===== src/rtl/alu_issue_arb_pkg.sv =====
// Shared definitions for the ALU issue arbiter: opcodes, default widths and the
// in-flight tag record.
package alu_pkg;
  localparam int DATA_W  = 8;
  localparam int ALU_LAT = 2;

  localparam logic [3:0] OP_ADD  = 4'd0;
  localparam logic [3:0] OP_SUB  = 4'd1;
  localparam logic [3:0] OP_NOTB = 4'd2;
  localparam logic [3:0] OP_AND  = 4'd3;
  localparam logic [3:0] OP_OR   = 4'd4;
  localparam logic [3:0] OP_XOR  = 4'd5;

  typedef struct packed {
    logic valid;
    logic id;
  } tag_t;
endpackage


===== src/rtl/alu_issue_arb_if.sv =====
// Requester, ALU and response signals of the issue arbiter.
// The slave side is the arbiter; the master side is its environment.
interface alu_issue_arb_if #(parameter int DATA_W = alu_pkg::DATA_W);
  logic              req0_valid, req0_ready;
  logic [3:0]        req0_ins;
  logic [DATA_W-1:0] req0_a, req0_b;
  logic              req1_valid, req1_ready;
  logic [3:0]        req1_ins;
  logic [DATA_W-1:0] req1_a, req1_b;
  logic [3:0]        alu_instruction;
  logic [DATA_W-1:0] alu_inputA, alu_inputB;
  logic [DATA_W-1:0] alu_out;
  logic              rsp_valid, rsp_id;
  logic [DATA_W-1:0] rsp_data;
  logic              busy;

  modport slave (
    input  req0_valid, req0_ins, req0_a, req0_b,
    input  req1_valid, req1_ins, req1_a, req1_b,
    input  alu_out,
    output req0_ready, req1_ready,
    output alu_instruction, alu_inputA, alu_inputB,
    output rsp_valid, rsp_id, rsp_data, busy
  );

  modport master (
    output req0_valid, req0_ins, req0_a, req0_b,
    output req1_valid, req1_ins, req1_a, req1_b,
    output alu_out,
    input  req0_ready, req1_ready,
    input  alu_instruction, alu_inputA, alu_inputB,
    input  rsp_valid, rsp_id, rsp_data, busy
  );
endinterface


===== src/rtl/alu_issue_arb_rr_arb2.sv =====
// Two-way round-robin grant. The preferred index only matters under contention;
// after every transfer the loser becomes preferred.
module rr_arb2 (
  input  logic       clk,
  input  logic       reset,
  input  logic [1:0] valid,
  output logic [1:0] grant,
  output logic       xfer,
  output logic       gnt_id
);
  logic prio;

  always_comb begin
    grant = valid;
    if (valid == 2'b11)
      grant = prio ? 2'b10 : 2'b01;
  end

  assign xfer   = |valid;
  assign gnt_id = grant[1];

  always_ff @(posedge clk or posedge reset) begin
    if (reset)
      prio <= 1'b0;
    else if (xfer)
      prio <= ~gnt_id;
  end
endmodule


===== src/rtl/alu_issue_arb.sv =====
// Arbitrates two requesters onto the registered ALU and returns each result
// to its owner, tracked by a tag pipeline matched to the ALU latency.
module alu_issue_arb
  import alu_pkg::*;
#(
  parameter int DATA_W  = alu_pkg::DATA_W,
  parameter int ALU_LAT = alu_pkg::ALU_LAT
) (
  input logic            clk,
  input logic            reset,
  alu_issue_arb_if.slave bus
);
  logic [1:0]        grant;
  logic              xfer, gnt_id;
  logic [3:0]        sel_ins;
  logic [DATA_W-1:0] sel_a, sel_b;
  tag_t              tags [ALU_LAT+1];

  rr_arb2 u_arb (
    .clk    (clk),
    .reset  (reset),
    .valid  ({bus.req1_valid, bus.req0_valid}),
    .grant  (grant),
    .xfer   (xfer),
    .gnt_id (gnt_id)
  );

  assign bus.req0_ready = grant[0];
  assign bus.req1_ready = grant[1];

  assign sel_ins = gnt_id ? bus.req1_ins : bus.req0_ins;
  assign sel_a   = gnt_id ? bus.req1_a   : bus.req0_a;
  assign sel_b   = gnt_id ? bus.req1_b   : bus.req0_b;

  // Operands hold when idle; the ALU's result on them is ignored since no tag rides along.
  always_ff @(posedge clk or posedge reset) begin
    if (reset) begin
      bus.alu_instruction <= '0;
      bus.alu_inputA      <= '0;
      bus.alu_inputB      <= '0;
    end else if (xfer) begin
      bus.alu_instruction <= sel_ins;
      bus.alu_inputA      <= sel_a;
      bus.alu_inputB      <= sel_b;
    end
  end

  always_ff @(posedge clk or posedge reset) begin
    if (reset) begin
      for (int i = 0; i <= ALU_LAT; i++)
        tags[i] <= '0;
    end else begin
      tags[0].valid <= xfer;
      tags[0].id    <= gnt_id;
      for (int i = 1; i <= ALU_LAT; i++)
        tags[i] <= tags[i-1];
    end
  end

  always_ff @(posedge clk or posedge reset) begin
    if (reset) begin
      bus.rsp_valid <= 1'b0;
      bus.rsp_id    <= 1'b0;
      bus.rsp_data  <= '0;
    end else begin
      bus.rsp_valid <= tags[ALU_LAT].valid;
      if (tags[ALU_LAT].valid) begin
        bus.rsp_id   <= tags[ALU_LAT].id;
        bus.rsp_data <= bus.alu_out;
      end
    end
  end

  always_comb begin
    bus.busy = 1'b0;
    for (int i = 0; i <= ALU_LAT; i++)
      bus.busy = bus.busy | tags[i].valid;
  end
endmodule


===== src/flat_wrapper.sv =====
// flat-port wrapper written by rule: the top's interface ports become plain ports
module alu_issue_arb_flat import alu_pkg::*;
#(
  parameter int DATA_W  = alu_pkg::DATA_W,
  parameter int ALU_LAT = alu_pkg::ALU_LAT
)
  (clk, reset, bus_req0_valid, bus_req0_ins, bus_req0_a, bus_req0_b, bus_req1_valid, bus_req1_ins, bus_req1_a, bus_req1_b, bus_alu_out, bus_req0_ready, bus_req1_ready, bus_alu_instruction, bus_alu_inputA, bus_alu_inputB, bus_rsp_valid, bus_rsp_id, bus_rsp_data, bus_busy);
  alu_issue_arb_if #(.DATA_W(DATA_W)) bus_i ();
  input logic clk;
  input logic reset;
  input wire logic [$bits(bus_i.req0_valid)-1:0] bus_req0_valid;
  input wire logic [$bits(bus_i.req0_ins)-1:0] bus_req0_ins;
  input wire logic [$bits(bus_i.req0_a)-1:0] bus_req0_a;
  input wire logic [$bits(bus_i.req0_b)-1:0] bus_req0_b;
  input wire logic [$bits(bus_i.req1_valid)-1:0] bus_req1_valid;
  input wire logic [$bits(bus_i.req1_ins)-1:0] bus_req1_ins;
  input wire logic [$bits(bus_i.req1_a)-1:0] bus_req1_a;
  input wire logic [$bits(bus_i.req1_b)-1:0] bus_req1_b;
  input wire logic [$bits(bus_i.alu_out)-1:0] bus_alu_out;
  output wire logic [$bits(bus_i.req0_ready)-1:0] bus_req0_ready;
  output wire logic [$bits(bus_i.req1_ready)-1:0] bus_req1_ready;
  output wire logic [$bits(bus_i.alu_instruction)-1:0] bus_alu_instruction;
  output wire logic [$bits(bus_i.alu_inputA)-1:0] bus_alu_inputA;
  output wire logic [$bits(bus_i.alu_inputB)-1:0] bus_alu_inputB;
  output wire logic [$bits(bus_i.rsp_valid)-1:0] bus_rsp_valid;
  output wire logic [$bits(bus_i.rsp_id)-1:0] bus_rsp_id;
  output wire logic [$bits(bus_i.rsp_data)-1:0] bus_rsp_data;
  output wire logic [$bits(bus_i.busy)-1:0] bus_busy;
  assign bus_i.req0_valid = bus_req0_valid;
  assign bus_i.req0_ins = bus_req0_ins;
  assign bus_i.req0_a = bus_req0_a;
  assign bus_i.req0_b = bus_req0_b;
  assign bus_i.req1_valid = bus_req1_valid;
  assign bus_i.req1_ins = bus_req1_ins;
  assign bus_i.req1_a = bus_req1_a;
  assign bus_i.req1_b = bus_req1_b;
  assign bus_i.alu_out = bus_alu_out;
  assign bus_req0_ready = bus_i.req0_ready;
  assign bus_req1_ready = bus_i.req1_ready;
  assign bus_alu_instruction = bus_i.alu_instruction;
  assign bus_alu_inputA = bus_i.alu_inputA;
  assign bus_alu_inputB = bus_i.alu_inputB;
  assign bus_rsp_valid = bus_i.rsp_valid;
  assign bus_rsp_id = bus_i.rsp_id;
  assign bus_rsp_data = bus_i.rsp_data;
  assign bus_busy = bus_i.busy;
  alu_issue_arb #(.DATA_W(DATA_W), .ALU_LAT(ALU_LAT)) u_core (.clk(clk), .reset(reset), .bus(bus_i));
endmodule

===== config.mk =====
export PLATFORM = sky130hd
export DESIGN_NAME = alu_issue_arb_flat
export DESIGN_NICKNAME = d
export VERILOG_FILES = /design/src/rtl/alu_issue_arb_pkg.sv /design/src/rtl/alu_issue_arb_if.sv /design/src/rtl/alu_issue_arb_rr_arb2.sv /design/src/rtl/alu_issue_arb.sv /design/src/flat_wrapper.sv
export SDC_FILE = /design/constraint.sdc
export NUM_CORES = 1
export LEC_CHECK = 0
export CORE_ASPECT_RATIO = 0.6
export CORE_MARGIN = 2
export CORE_UTILIZATION = 38
export CTS_CLUSTER_SIZE = 20
export DETAILED_ROUTE_END_ITERATION = 12
export HOLD_SLACK_MARGIN = 0.1
export PLACE_DENSITY = 0.77
export SYNTH_ARGS = -nofsm -noshare
export SYNTH_HDL_FRONTEND = slang
export SYNTH_SLANG_ARGS = --single-unit
export TNS_END_PERCENT = 30

===== constraint.sdc =====
create_clock -name clk -period 1.5 [get_ports clk]
set_input_delay 0.3 -clock clk [delete_from_list [all_inputs] [get_ports clk]]
set_output_delay 0.3 -clock clk [all_outputs]
set_load 0.03 [all_outputs]

==> results.yml <==
grt:
  grt.met3_usage_pct: 5.67
  antenna_found_initial: 0
  grt.met2_usage_pct: 34.2
  grt_pass1_vias: 1383
  global_route_total_overflow: 0
  grt_most_used_layer: "met2"
  grt_util_met1_pct: 24.2
  grt_max_degree: 29
  track_usage_pct: 19.9
  grt_pass1_wl_mm: 6.73
timing:
  final.setup.tns_ns: 0
  final_hold_viol_count: 0
  fmax_mhz: 675
  timing.final.crit_share_pct: 98.7
  hold_ws_ns: 0.327
  layout_min_cycle_time_ns: 1.48
  slew_viol_final: 0
  setup-violations-final: 0
  relSlewSlack_pct: 76.3
  rsz0062_at_grt: "true"
  final.setup_skew_ns: 0.00274
  timing_worst_slew_pin_value_ns: 0.355
critical_path:
  start_kind: "register"
  critPathArrivalTime_ns: 1.18
  r2r_setup_slack_ns: 0.30
  worst_r2r_path_depth: 4
  cp_max_stage_delay_ns: 0.38
  crit_fanout: 2
  crit-reg2reg-launch: "u_core.u_arb.prio"
  cpMaxStageDelayCell: "dfrtp_1"
  reg2reg_to: "u_core.bus.alu_inputB[1]"
  critical_path_buf_inv_count: 1
  crit_type: "reg -> out"
  critPathRequiredTime_ns: 1.20
  cp_cell_sequence: "or3_4 > buf_6"
  critical-path-top-delay-family: "flip-flops"
  critical_path.endpoint_type: "output port"
synth:
  synthesis.area_per_instance_um2: 14.1
  post_synth_inst_count: 111
  synth.net_count: 163
  yosys_register_bits: 37
  netlist-cell-type-count: 21
  yosysSeqAreaShare_pct: 59.3
  yosys_most_used_dff: "dfrtp_1"
  synth_edf_count: 0
  synth_async_sr_flop_share_pct: 100
  yosysWarnings: 0
  syn_area_mm2: 0.00156
floorplanning:
  die_y_um: 53.7
  core.rowCount: 17
  die_boundary_width_um: 86.8
  die-area_mm2: 0.00465
  coreArea_mm2: 0.00381
  top_level_ports: 85
  floorplan.initialDensity_pct: 41.0
routing:
  route.detailed.vias_per_inst: 5.11
  postRouteAntennaNets: 0
  dr.pass1.iters: 4
  detail_route.wl_per_cell_um: 17.2
  vias_post_dr: 1287
  routed_wirelength_mm: 4.34
  drt_iter0_drc: 101
  drcViolationCount: 0
clock_tree:
  clock_pin_slew_on_the_worst_setup_and_hold_paths_ns: 0.07
  ctsRootBufferMaster: "clkbuf_8"
  maximum_buffer_depth_of_the_clock_tree: 2
  clock_sinks: 37
  insertion_delay_ns: 0.28
  tritoncts: "done"
  post_cts_setup_buffers: 0
  cts_made_buffers: 5
  clock_tree.htree_level_count: 2
placed_design:
  io_buffers: 84
  hpwlAfterDp_mm: 3.23
  placed_cell_area_mm2: 0.00247
  rd_place_congestion: 0.847
pwr:
  power.density_mw_per_mm2: 1020
  cellLeakagePower_uw: 0.00109
  irDropWorstVdd_mv: 0.509
cells_and_area:
  fin_nets: 257
  num-fill-cells: 297
  multiInputGateArea_um2: 551
  postLayoutCellArea_mm2: 0.00253
  most-common-layout-cells: "49 x clkdlybuf4s50_1, 36 x dfrtp_1, 32 x dlygate4sd2_1"
  most_frequent_standard_cell_in_the_layout_excluding_fill_and_tap_cells: "clkdlybuf4s50_1"
  diodes: 0
  final_layout_size_suffix_gt1_share_pct: 28.3
  area.sequential_um2: 927
  syn_to_layout_area_delta_pct: 61.9
hold_path:
  min_path_type: "in -> async"
status:
  run_status: "completed"
job:
  cap_viol_max_count: 0
through the flow:
step	std cells	utilization (%)	total power, µW	setup WS [ns]
2_1_floorplan	111	-	1580	0.162
6_report	252	66.4	2570	0.0194
5_1_grt	252	66.4	2690	-0.0243
3_3_place_gp	245	64.9	1950	-0.146
4_1_cts	252	66.3	2600	-0.114
3_5_place_dp	245	64.9	1970	-0.184
report_power, final:
group	leakage (µW)	switching [µW]	internal, µW
sequential	0.000419	58.3	1100
combinational	0.000625	380	340
clock	0.0000443	321	364
kinds of logic (layout without fill, tap and decap cells):
family | Yosys count | count (layout) | synth area share, %
AND/OR/NAND/NOR | 24 | 24 | 10.6
AO/OA/AOI/OAI | 25 | 25 | 15.9
flip-flops | 37 | 37 | 59.3
multiplexers | 12 | 12 | 8.41
buffers and inverters | 13 | 107 | 5.77
flip-flops by register name (all words and copies together) (netlist names):
name and cells:
u_core.tags 6, u_core.bus.rsp_data 8, u_core.u_arb.prio 1, u_core.bus.rsp_id 1, u_core.bus.rsp_valid 1, u_core.bus.alu_inputB 8
u_core.bus.alu_instruction 4, u_core.bus.alu_inputA 8
routing by layer:
layer,part of all wire [%],up-vias,routed length [µm]
met3,6.9,4,301
met5,0,-,0
met1,44,628,1920
li1,-,604,-
met4,0.78,0,34
met2,48,51,2080
worst reg2reg max path, stage by stage, from the launching register on:
cell and delay, ns:
dfrtp_2 0.47, nand2_4 0.09, nand2_4 0.05, buf_4 0.19, o221a_2 0.29
worst max path at each step:
stage | start | to | slack, ns | cells past startpoint
2_1_floorplan | u_core.tags[1] | bus_busy | 0.16 | 2
3_3_place_gp | bus_req0_valid | u_core.bus.alu_inputB[6] | -0.15 | 4
3_5_place_dp | bus_req0_valid | u_core.bus.alu_inputB[6] | -0.18 | 4
4_1_cts | u_core.tags[1] | bus_busy | -0.11 | 2
5_1_grt | u_core.tags[1] | bus_busy | -0.02 | 2
6_report | u_core.tags[1] | bus_busy | 0.02 | 2
cell usage after synthesis (2+ instances only):
library cell	number	share of area [%]
a31oi_1	3	1.2
and3_1	3	1.2
buf_2	2	0.64
buf_6	3	2.2
dfrtp_1	37	59
inv_1	3	0.72
mux2_2	9	6.5
mux2i_1	3	1.9
nand2_4	2	1.4
o21ai_0	3	0.96
o221a_2	17	12
or3_1	14	5.6
or3_2	4	1.9
layout make-up:
class	instances	area share [%]
Clock buffer	7	3.41
Inverter	4	0.594
Timing Repair Buffer	96	35.2
Sequential cell	37	36.7
Tap cell	47	2.33
Multi-Input combinational cell	61	21.8
timing repair:
| action | in CTS | in global routing |
|---|---|---|
| pin swaps | 0 | 1 |
| hold buffers | 0 | 0 |
| setup endpoints to repair | 33 | 3 |
| resized for setup | 36 | 7 |
(Power assumes the default switching activity.)
